## config.mk

```make
export PLATFORM = sky130hd
export DESIGN_NAME = alu_result_fifo
export DESIGN_NICKNAME = d
export VERILOG_FILES = /design/src/rtl/alu_pkg.sv /design/src/rtl/alu_fifo_mem.sv /design/src/rtl/alu_result_fifo.sv
export SDC_FILE = /design/constraint.sdc
export NUM_CORES = 1
export LEC_CHECK = 0
export ABC_AREA = 1
export CAP_MARGIN = 0
export CORE_MARGIN = 1
export CORE_UTILIZATION = 40
export DETAILED_ROUTE_END_ITERATION = 10
export PLACE_DENSITY = 0.75
export SLEW_MARGIN = 40
export SYNTH_ARGS = -nofsm -noshare
export SYNTH_HDL_FRONTEND = slang
export SYNTH_SLANG_ARGS = --single-unit
```

## constraint.sdc

```tcl
create_clock -name clk -period 1.61 [get_ports clk]
set_clock_uncertainty 0.05 [all_clocks]
set_input_delay 0.322 -clock clk [delete_from_list [all_inputs] [get_ports clk]]
set_output_delay 0.322 -clock clk [all_outputs]
set_load 0.05 [all_outputs]
```

## src/rtl/alu_pkg.sv

```systemverilog
// rtl/alu_pkg.sv - shared ALU definitions: select encodings, select width, default operand width
// Ports: none (package).
package alu_pkg;

    localparam int SEL_W     = 3;
    localparam int N_DEFAULT = 4;

    typedef enum logic [SEL_W-1:0] {
        SEL_AVG          = 3'd0,  // (x+y)/2
        SEL_DBL_SUM      = 3'd1,  // 2(x+y)
        SEL_HALFX_PLUS_Y = 3'd2,  // x/2+y
        SEL_X_MINUS_HALF = 3'd3,  // x-y/2
        SEL_NAND         = 3'd4,
        SEL_NOT          = 3'd5,
        SEL_NOR          = 3'd6,
        SEL_XOR          = 3'd7
    } sel_e;

endpackage

```

## src/rtl/alu_fifo_mem.sv

```systemverilog
// rtl/alu_fifo_mem.sv - unreset DEPTH x W storage, one write port, one asynchronous read port
// Ports:
//   clk   - write clock
//   we    - write enable
//   waddr - write address
//   wdata - write data
//   raddr - read address
//   rdata - read data (combinational from stored contents)
module alu_fifo_mem #(
    parameter int W     = 9,
    parameter int DEPTH = 4,
    localparam int AW   = $clog2(DEPTH)
) (
    input  logic          clk,
    input  logic          we,
    input  logic [AW-1:0] waddr,
    input  logic [W-1:0]  wdata,
    input  logic [AW-1:0] raddr,
    output logic [W-1:0]  rdata
);

    logic [W-1:0] mem [DEPTH];

    always_ff @(posedge clk) begin
        if (we) begin
            mem[waddr] <= wdata;
        end
    end

    assign rdata = mem[raddr];

endmodule

```

## src/rtl/alu_result_fifo.sv

```systemverilog
// rtl/alu_result_fifo.sv - FIFO buffering ALU {sel, result} pairs with sticky overflow on dropped pushes
// Ports:
//   clk, rst_n           - clock, asynchronous active-low reset
//   in_valid/in_sel/in_result - capture request with opcode and signed N+2 bit result
//   in_ready             - not full (advisory; source never stalls)
//   out_valid/out_ready  - head entry handshake
//   out_sel/out_result   - head entry contents
//   count                - number of stored entries
//   overflow/clr_ovf     - sticky drop flag and its synchronous clear
module alu_result_fifo
    import alu_pkg::*;
#(
    parameter int N     = N_DEFAULT,
    parameter int DEPTH = 4,           // power of two, >= 2
    localparam int AW   = $clog2(DEPTH),
    localparam int CW   = AW + 1,
    localparam int W    = SEL_W + N + 2
) (
    input  logic                clk,
    input  logic                rst_n,
    input  logic                in_valid,
    input  logic [SEL_W-1:0]    in_sel,
    input  logic signed [N+1:0] in_result,
    output logic                in_ready,
    output logic                out_valid,
    input  logic                out_ready,
    output logic [SEL_W-1:0]    out_sel,
    output logic signed [N+1:0] out_result,
    output logic [CW-1:0]       count,
    output logic                overflow,
    input  logic                clr_ovf
);

    localparam logic [CW-1:0] FULL_COUNT = CW'(DEPTH);

    logic [AW-1:0] wr_ptr;
    logic [AW-1:0] rd_ptr;
    logic          push;
    logic          pop;
    logic          drop;
    logic [W-1:0]  rd_data;

    assign in_ready  = (count < FULL_COUNT);
    assign out_valid = (count != '0);

    // A pop frees a slot in the same cycle, so a push into a full FIFO is
    // accepted when the head is consumed at the same edge.
    assign pop  = out_valid && out_ready;
    assign push = in_valid && (in_ready || pop);
    assign drop = in_valid && !push;

    alu_fifo_mem #(
        .W     (W),
        .DEPTH (DEPTH)
    ) u_mem (
        .clk   (clk),
        .we    (push),
        .waddr (wr_ptr),
        .wdata ({in_sel, in_result}),
        .raddr (rd_ptr),
        .rdata (rd_data)
    );

    assign out_sel    = rd_data[W-1 -: SEL_W];
    assign out_result = rd_data[N+1:0];

    // Pointers are AW bits wide, so DEPTH being a power of two makes them wrap for free.
    always_ff @(posedge clk or negedge rst_n) begin
        if (!rst_n) begin
            wr_ptr <= '0;
            rd_ptr <= '0;
            count  <= '0;
        end else begin
            if (push) begin
                wr_ptr <= wr_ptr + AW'(1);
            end
            if (pop) begin
                rd_ptr <= rd_ptr + AW'(1);
            end
            case ({push, pop})
                2'b10:   count <= count + CW'(1);
                2'b01:   count <= count - CW'(1);
                default: count <= count;
            endcase
        end
    end

    // A drop in the same cycle as a clear takes priority so no loss goes unreported.
    always_ff @(posedge clk or negedge rst_n) begin
        if (!rst_n) begin
            overflow <= 1'b0;
        end else if (drop) begin
            overflow <= 1'b1;
        end else if (clr_ovf) begin
            overflow <= 1'b0;
        end
    end

endmodule
```

### After elaboration in Yosys (flattened, before gate mapping)

Memories as Yosys holds them, arrays and structs flattened.
Index checks and enable logic that the tools add are counted.

* register bits after elaboration: 8
* word-level logic and storage cells: 25
* bits in writable memories: 36
* output and inout port bits: 15
* memories: 1

Memories
* u_mem.mem: depth 4, width 9, read ports 1, clocked after memory_dff 0, write ports 1, RTL line alu_fifo_mem.sv:22 `logic [W-1:0] mem [DEPTH];`

* magnitude comparators: 1
* multiplexer cells: 5
* eq/ne operators: 2
* reductions and logical operators: 8
* $add $sub $neg: 4

Operators with widths (number)
* $pmux 3 s2: 1
* $add 2x1->2 const B: 2
* $mux 1: 4
* $reduce_bool 2->1: 2
* $add 3x1->3 const B: 1
* $logic_and 1x1->1: 3
* $lt 3x3->1 const B: 1
* $reduce_bool 3->1: 1
* $sub 3x1->3 const B: 1
* $eq 2x1->1 const B: 1
* $eq 2x2->1 const B: 1
* $logic_not 1->1: 1
* $logic_or 1x1->1: 1

### Longest topological paths before layout

Gate-level depths: netlist (run 1).

* word-level depth: 7
* depth in mapped cells: 12
* gate-level depth less buffers: 12

### Modules after synthesis

From an unflattened synthesis (run 1), not the netlist that was laid out.

* cell total of the unflattened synthesis: 201
* area, all modules: 2080.7 um^2

Modules (own cells, without submodules)
* alu_fifo_mem: cells each 148, seq. area each 1081.0 um^2, area each 1647.8 um^2, times used 1
* alu_result_fifo: cells each 53, seq. area each 200.2 um^2, area each 432.9 um^2, times used 1

### Worst setup path before layout (run 1)

OpenSTA, ideal clock, no wires.

* path kind: register -> register
* from: register count[2]
* to: register count[1]
* stages on the path, launching flop included: 9
* arrival time: 2.307 ns
* slack: -0.830 ns
* library setup time: 0.083 ns
* clock period less this slack: 2.440 ns
* path through: dfrtp_1 > inv_2 > nand3_2 > nand2_1 > inv_1 > ha_1 > inv_1 > fa_1 > o21ai_0

* elaborated cells between the ends (all ways): 9

RTL lines
* start, declared: RTL line alu_result_fifo.sv:29 `output logic [CW-1:0] count,`
* start signal, assigned: RTL line alu_result_fifo.sv:81 `2'b10: count <= count + CW'(1);`
* start signal, assigned: RTL line alu_result_fifo.sv:82 `2'b01: count <= count - CW'(1);`
* start signal, assigned: RTL line alu_result_fifo.sv:83 `default: count <= count;`
* $lt 3x3->1 *: RTL line alu_result_fifo.sv:43 `assign in_ready = (count < FULL_COUNT);`
* net in_ready: RTL line alu_result_fifo.sv:24 `output logic in_ready,`
* $logic_or 1x1->1 *: RTL line alu_result_fifo.sv:49 `assign push = in_valid && (in_ready || pop);`
* $logic_and 1x1->1 *: RTL line alu_result_fifo.sv:49
* $eq 2x1->1 / $eq 2x2->1 (equally long branches): RTL line alu_result_fifo.sv:80 `case ({push, pop})`
* $pmux 3 s2 / $reduce_bool 2->1 (equally long branches)

Mark *: on every way through the listed nets, which the timed path passes. The rest lies on a longest branch.
A chain may end at the register's enable or synchronous reset.

### Worst setup path in the final report (run 1)

* from: register rd_ptr[0]
* to: output port out_result[2]

* word-level cells in the longest chain between the ends: 1

RTL lines
* start, declared: RTL line alu_result_fifo.sv:37 `logic [AW-1:0] rd_ptr;`
* start signal, assigned: RTL line alu_result_fifo.sv:78 `rd_ptr <= rd_ptr + AW'(1);`
* $mem_v2 4x9
* end, declared: RTL line alu_result_fifo.sv:28 `output logic signed [N+1:0] out_result,`

No other way between the ends.

==> summary by stage, run 1 <==
Status
The flow ran to the end, but the final reports show violations. The checks that failed: negative setup slack.

Timing
Setup repair after global routing could not meet its margin everywhere. The final-report setup violation count is 9. The transition time of the tightest slew-check pin is 404 ps.

Of the available clock period, the critical path in the final layout requires 1.09. The maximum clock rate is 570 MHz. The post-route worst hold slack is 263 ps.

The final critical delay including setup and external delays is 1760 ps. The max-slew violation total from the final report was 0. The total count of hold-check failures in the final report is 0.

The slack of the critical path is -146 ps. The worst slew slack as a fraction of its limit is 0.730.

Critical path
The type of the worst setup path is reg2out. STA classifies the critical path startpoint as a register. Data arrives at the worst endpoint at 1380 ps. The required time reported for the critical path endpoint is 1240 ps. The largest fanout on the critical path is 8.

The element type at the critical path end is an output pin.

Synthesis
The largest total area in the synthesized netlist belongs to sky130_fd_sc_hd__edfxtp_1. Counting flops with an async set or reset pin after synthesis yields a share of 0.182. Synthesis inferred 44 register bits. In this run, synthesis inferred 36 flip-flops with an integrated enable. The most common cell in the synthesized netlist is sky130_fd_sc_hd__nand2_1. Synthesis produced a netlist whose cell count is 168. The share of the Yosys chip area taken by registers is 0.627. The number of warnings reported in the yosys synthesis log is 0. The commonest cells after synthesis are sky130_fd_sc_hd__nand2_1, sky130_fd_sc_hd__edfxtp_1, sky130_fd_sc_hd__inv_1, sky130_fd_sc_hd__o211ai_2, sky130_fd_sc_hd__dfrtp_1.

In the post-synthesis netlist, the biggest area contributors are sky130_fd_sc_hd__edfxtp_1, sky130_fd_sc_hd__o211ai_2, sky130_fd_sc_hd__dfrtp_1, sky130_fd_sc_hd__nand2_1, sky130_fd_sc_hd__inv_1. Yosys mapped the design onto 22 distinct sky130hd cell types. The post-synthesis instance area is 2040 µm².

The most used flip-flop cell after synthesis is sky130_fd_sc_hd__edfxtp_1. The share of synthesized area in the top cell type comes to 0.529. Averaged over all synthesized cells, the footprint is 12.2 µm². Counting every net in the synthesized netlist gives 188.

Clock tree
The clock root buffer master is sky130_fd_sc_hd__clkbuf_8. For this design, the sink count on the clock tree is 44. The clock-pin slew on the worst setup and hold paths is 80 ps. TritonCTS built the clock tree. In this run the number of H-tree levels came out at 2. The TritonCTS buffer count is 5.

The clock tree buffer depth is 2. The later-pin clock latency in the skew report is 300 ps.

Global routing
The first global-routing pass estimated 6.01 mm of wire. Across every metal layer, demand over resource in global routing totals 0.156. The maximum number of pins on one net before global-route repair is 23. Global routing finished with a remaining overflow of 0. The number of global-route vias before repair is 1262. The number of antenna violations at the first check in global routing is 0.

Placed design
The HPWL after detailed placement is 2.56 mm. The number of buffers inserted by port buffering is 28. The final weighted congestion of routability-driven global placement is 0.730. The worst-case setup slack after placement is -417 ps. In this run, placement finished with an instance count of 273.

Die
For this design the top-level I/O count stands at 29. The die is 73.5 µm wide. The floorplan has 25 rows. The height of the die is 73.5 µm. The area of the placeable core is 4820 µm². The full die area is 5390 µm². For this configuration, the core starts out at a cell density of 0.424.

Cells and area
The filler-free cell count of the finished design is 288. The filler cells instantiated in the layout total 365. Registers take 1280 µm². The area of combinational cells with multiple inputs is 657 µm². The repair_antennas step left the layout with diodes totalling 0. The fraction of final layout cells sized beyond drive strength 1 is 0.439. In the final design database the tool counted 240 nets. The area added between synthesis and finish is 46.3%.

Power
Dividing total power by cell area gives a power density of 2180 nW/µm². The total power consumption of the routed design is 0.00650 W. The largest voltage drop on the vdd net is 938 µV. The leakage power of the design is 1.26 nW.

Routing
Summing over every cut layer, the via total after detailed routing is 1318. In this run, the number of DRC markers left after iteration 0 of detailed routing was 46. In the routed design, unresolved DRC markers number 0.

Using the TritonRoute via totals, the vias-per-cell ratio works out to 4.58. The post-route antenna net violation count is 0. In the final routed layout, each cell accounts on average for 13.6 µm. The pre-antenna-repair detailed-routing pass consisted of 4 iterations.

The final routed wirelength across all metal layers is 3.91 mm.

Worst hold path
The type of the worst min-delay path is in2async.

Job
The count of maximum capacitance violations is 0.
[worst paths after layout]
kind / endpoint / depth (start not counted) / start / slack, ps
max reg2reg: count[1] / 8 / count[2] / 10
max: out_result[2] / 6 / rd_ptr[0] / -150
min: wr_ptr[0] / 1 / rst_n / 260
min in group clk: wr_ptr[0] / 2 / wr_ptr[0] / 510
min reg2reg: wr_ptr[0] / 2 / wr_ptr[0] / 510
max in group asynchronous: count[0] / 1 / rst_n / 940
[state kept, by name, indices dropped and copies added (netlist names)]
register,cells
u_mem.mem,36
count,3
rd_ptr,2
wr_ptr,2
overflow,1
[routing by layer]
metal | vias to the layer above | global-route usage | share of wire
li1 | 657 | - | -
met1 | 632 | 0.187 | 0.39
met2 | 23 | 0.268 | 0.56
met3 | 6 | 0.0370 | 0.030
met4 | 0 | 0.0641 | 0.019
met5 | - | 0 | 0
[where the power goes]
group	leakage [nW]	total, W	switching [W]	internal (W)
sequential	0.424	0.00165	0.000144	0.00151
combinational	0.783	0.00403	0.00216	0.00187
clock	0.0558	0.000822	0.000363	0.000459
total	1.26	0.00650	0.00266	0.00384
[per-stage QoR]
stage	setup TNS, ps	area, µm²	util
finish	-1090	2990	0.620
global route	-1740	2990	0.620
CTS	-1200	2880	0.598
global placement	-7500	2730	0.568
detailed placement	-8420	2730	0.568
floorplan	-609	2090	-
[kinds of logic after synthesis]
| logic type | synth area share |
|---|---|
| simple gates | 0.107 |
| flops | 0.627 |
| fa+ha+maj | 0.0404 |
| compound gates | 0.129 |
| xor+xnor | 0.00429 |
| buf+inv | 0.0919 |
[worst max-delay path: stages (launching register included)]
cell	delay (ps)
sky130_fd_sc_hd__dfrtp_1	410
sky130_fd_sc_hd__inv_4	130
sky130_fd_sc_hd__buf_12	150
sky130_fd_sc_hd__nand2_1	80
sky130_fd_sc_hd__o211ai_2	70
sky130_fd_sc_hd__nand2_2	90
sky130_fd_sc_hd__buf_12	150
[cell usage in the layout, fill, tap and decap left out, types with 5 or more instances in the layout]
master	count
sky130_fd_sc_hd__o211ai_2	18
sky130_fd_sc_hd__edfxtp_1	36
sky130_fd_sc_hd__dfrtp_1	5
sky130_fd_sc_hd__nand2_1	28
sky130_fd_sc_hd__buf_12	21
sky130_fd_sc_hd__clkdlybuf4s50_1	12
sky130_fd_sc_hd__clkbuf_8	5
sky130_fd_sc_hd__buf_4	14
sky130_fd_sc_hd__nand2_2	14
sky130_fd_sc_hd__inv_1	28
[cell type report]
class                   count  share of cell area
clock buffers               5              0.0230
well taps                  67              0.0281
flip-flops and latches     44               0.430
clock inverters             3              0.0142
multi-input cells          84               0.220
repair buffers             50               0.236
inverters                  35              0.0486
[repair_timing]
| item | in CTS | in global routing |
|---|---|---|
| cloned | 0 | 2 |
| endpoints found under the hold margin | 0 | 0 |
| hold buffers | 0 | 0 |
| setup buffers | 2 | 3 |
| setup endpoints to repair | 11 | 11 |
| resized for setup | 9 | 12 |
| pin swaps | 0 | 3 |
(Power assumes the default switching activity.)
==> inputs of run 2 (changes only) <==
CORE_UTILIZATION = 48   (was 40)
CTS_CLUSTER_SIZE = 14   (was unset)
PLACE_DENSITY = 0.85   (was 0.75)
==> summary by stage, run 2 (synthesized netlist as in run 1, its figures left out) <==
Status
The run finished, with violations left. The final reports fail on negative setup slack.

Timing
The transition time of the tightest slew-check pin was 392 ps (-12.6 ps). The final critical delay including setup and external delays is 1740 ps (-16.6 ps). The slack of the critical path is -129 ps (+16.6 ps). The final cycle utilization of the critical path is 1.08 (-0.0103). Setup repair after global routing could not meet its margin everywhere.

The maximum clock rate is 575 MHz (+0.95%). The total count of hold-check failures in the final report was 0 (unchanged). The final-report setup violation count is 12 (+3). The max-slew violation total from the final report came to 0 (unchanged). The worst slew slack as a fraction of its limit came to 0.738 (+0.00840).

Placed design
The total cell area at the placement stage is 2720 µm² (-0.41%). The number of buffers inserted by port buffering is 28 (unchanged). The instance count after placement with tap cells included was 259 (-5.1%).

The HPWL after detailed placement is 2.67 mm (+4.5%). The final weighted congestion of routability-driven global placement was 0.827 (+13%).

Critical path
The register-to-register setup slack is -50 ps (-60 ps). The required time reported for the critical path endpoint is 1240 ps (about the same). The launch point of the critical path is rd_ptr[0]. The worst setup path is captured at an output pin. The critical path arrival came to 1370 ps (about the same).

The category of the worst setup path launch point is a register. The reg-to-reg startpoint is count[2]. The type of the worst setup path is reg2out. The largest fanout on the critical path was 11 (+3).

Clock tree
The clock net sink count is 44 (unchanged). The clock root buffer master is sky130_fd_sc_hd__clkbuf_8. The clock tree buffer depth came to 2 (unchanged).

The TritonCTS clock tree is built. The later-pin clock latency in the skew report was 290 ps (about the same). The TritonCTS buffer count was 5 (unchanged). The number of levels in the clock H-tree is 2 (unchanged). The post-cts hold buffer count is 0 (unchanged). The clock-pin slew on the worst setup and hold paths is 80 ps (about the same).

Die
The area of the placeable core was 4030 µm² (-16%). The row count is 23 (-8.0%). The I/O pin count came to 29 (unchanged). The starting utilization of the core area is 0.507 (+0.0829). The full die area was 4520 µm² (-16%). The width of the die is 67.2 µm (-8.5%). The height of the die is 67.2 µm (-8.5%).

Routing
The detailed-router iteration count before antenna repair is 4 (unchanged). The average vias per placed instance was 5.07 (+11%). The number of DRC markers in iteration 0 is 51 (+11%). The wire length per cell after detailed routing is 15.0 µm (+11%). The total number of vias is 1378 (+4.6%). The DRC violations left is 0 (unchanged). The final routed wirelength across all metal layers is 4.08 mm (+4.4%). The post-route antenna net violation count is 0 (unchanged).

Global routing
The number of global-route vias before repair is 1325 (+5.0%). The met3 routing resource usage after global routing is 0.0372 (+0.000125). The global routing met2 resource utilization is 0.346 (+0.0782).

The combined global-route utilization of all metal layers was 0.202 (+0.0458). The layer carrying the most global-route usage is met2. The maximum number of pins on one net before global-route repair is 17 (-26%). The met1 layer usage reported by global route is 0.244 (+0.0566).

The total overflow reported by the global router was 0 (unchanged). The wire length of the first global-routing pass came to 6.38 mm (+6.2%). The number of antenna violations at the first check in global routing was 0 (unchanged).

Cells and area
The number of antenna cells inserted was 0 (unchanged). The flip-flop count of the largest register after layout is 36 (unchanged). Counting flops per register, the top entry is u_mem.mem. The number of nets at the end of the flow is 241 (+0.42%). Leaving out fill and tap cells, the most frequent cell in the layout is sky130_fd_sc_hd__edfxtp_1. In the final layout, the registers with the most flip-flops are u_mem.mem x36, count x3. The fraction of final layout cells sized beyond drive strength 1 is 0.441 (+0.00253). In the layout the commonest cells are sky130_fd_sc_hd__edfxtp_1, sky130_fd_sc_hd__inv_1, sky130_fd_sc_hd__nand2_1. The final cell area excluding filler cells is 2940 µm² (-1.7%). Relative to the synthesized area, the layout overhead comes to 43.8%. The filler-free cell count of the finished design is 272 (-5.6%).

Job
The count of maximum capacitance violations is 0 (unchanged).

Worst hold path
The type of the worst min-delay path is in2async.

Power
The leakage power of the design is 1.25 nW (-0.88%). The largest voltage drop on the vdd net is 1100 µV (+17%). The total power divided by cell area came to 2200 nW/µm² (+0.90%).
run 2: cell types whose count changed in the layout (fill, tap and decap cells not counted), sizes merged:
cell | previous run | this run
buf | 35 | 38
clkbuf | 7 | 6
clkinv | 3 | 1
inv | 34 | 35
run 2: power breakdown:
| part | internal [W] | switching (W) |
|---|---|---|
| clock network | 0.000460 | 0.000354 |
| logic | 0.00181 | 0.00217 |
| registers | 0.00151 | 0.000145 |
run 2: metrics by stage:
| step | setup WS (ps) | setup TNS [ps] | power (W) | hold WS (ps) | utilization |
|---|---|---|---|---|---|
| final | -129 | -1110 | 0.00645 | 263 | 0.729 |
| after global routing | -179 | -1760 | 0.00673 | 301 | 0.729 |
| after CTS | -159 | -1200 | 0.00640 | 268 | 0.722 |
| after detailed placement | -421 | -8880 | 0.00535 | 485 | 0.676 |
| after global placement | -350 | -7220 | 0.00525 | 446 | 0.676 |
| after floorplan | -326 | -609 | 0.00372 | -23.6 | - |
run 2: final cells by class:
class / instances / area, µm²
inverter: 35 / 144
sequential: 44 / 1280
multi-input combinational: 84 / 652
clock inverter: 2 / 35.0
timing repair buffer: 51 / 684
tap: 50 / 62.6
fill: 248 / 1090
clock buffer: 6 / 72.6
run 2: worst paths after layout:
| path | endpoint | cells after the start |
|---|---|---|
| worst max-delay path | out_result[0] | 6 |
| worst min-delay path | rd_ptr[0] | 1 |
| worst max register to register | count[1] | 8 |
| worst min register to register | overflow | 2 |
| max in group asynchronous | count[2] | 1 |
| min in group clk | overflow | 2 |
run 2: critical path, cell delays in order, from the launching register on:
cell and delay [ps]:
sky130_fd_sc_hd__dfrtp_1 420, sky130_fd_sc_hd__inv_4 120, sky130_fd_sc_hd__buf_12 140, sky130_fd_sc_hd__nand2_1 70
sky130_fd_sc_hd__o211ai_2 70, sky130_fd_sc_hd__nand2_2 100, sky130_fd_sc_hd__buf_12 160
run 2: what timing repair did:
| item | CTS | global route |
|---|---|---|
| setup buffers | 3 | 1 |
| pin swaps | 0 | 1 |
| gates resized for setup | 14 | 6 |
| setup endpoints to repair | 11 | 11 |
| cloned | 1 | 0 |
run 2: layer usage:
metal / part of all wire / up-vias
li1: - / 668
met2: 0.53 / 39
met5: 0 / -
met1: 0.40 / 660
met3: 0.042 / 11
met4: 0.027 / 0
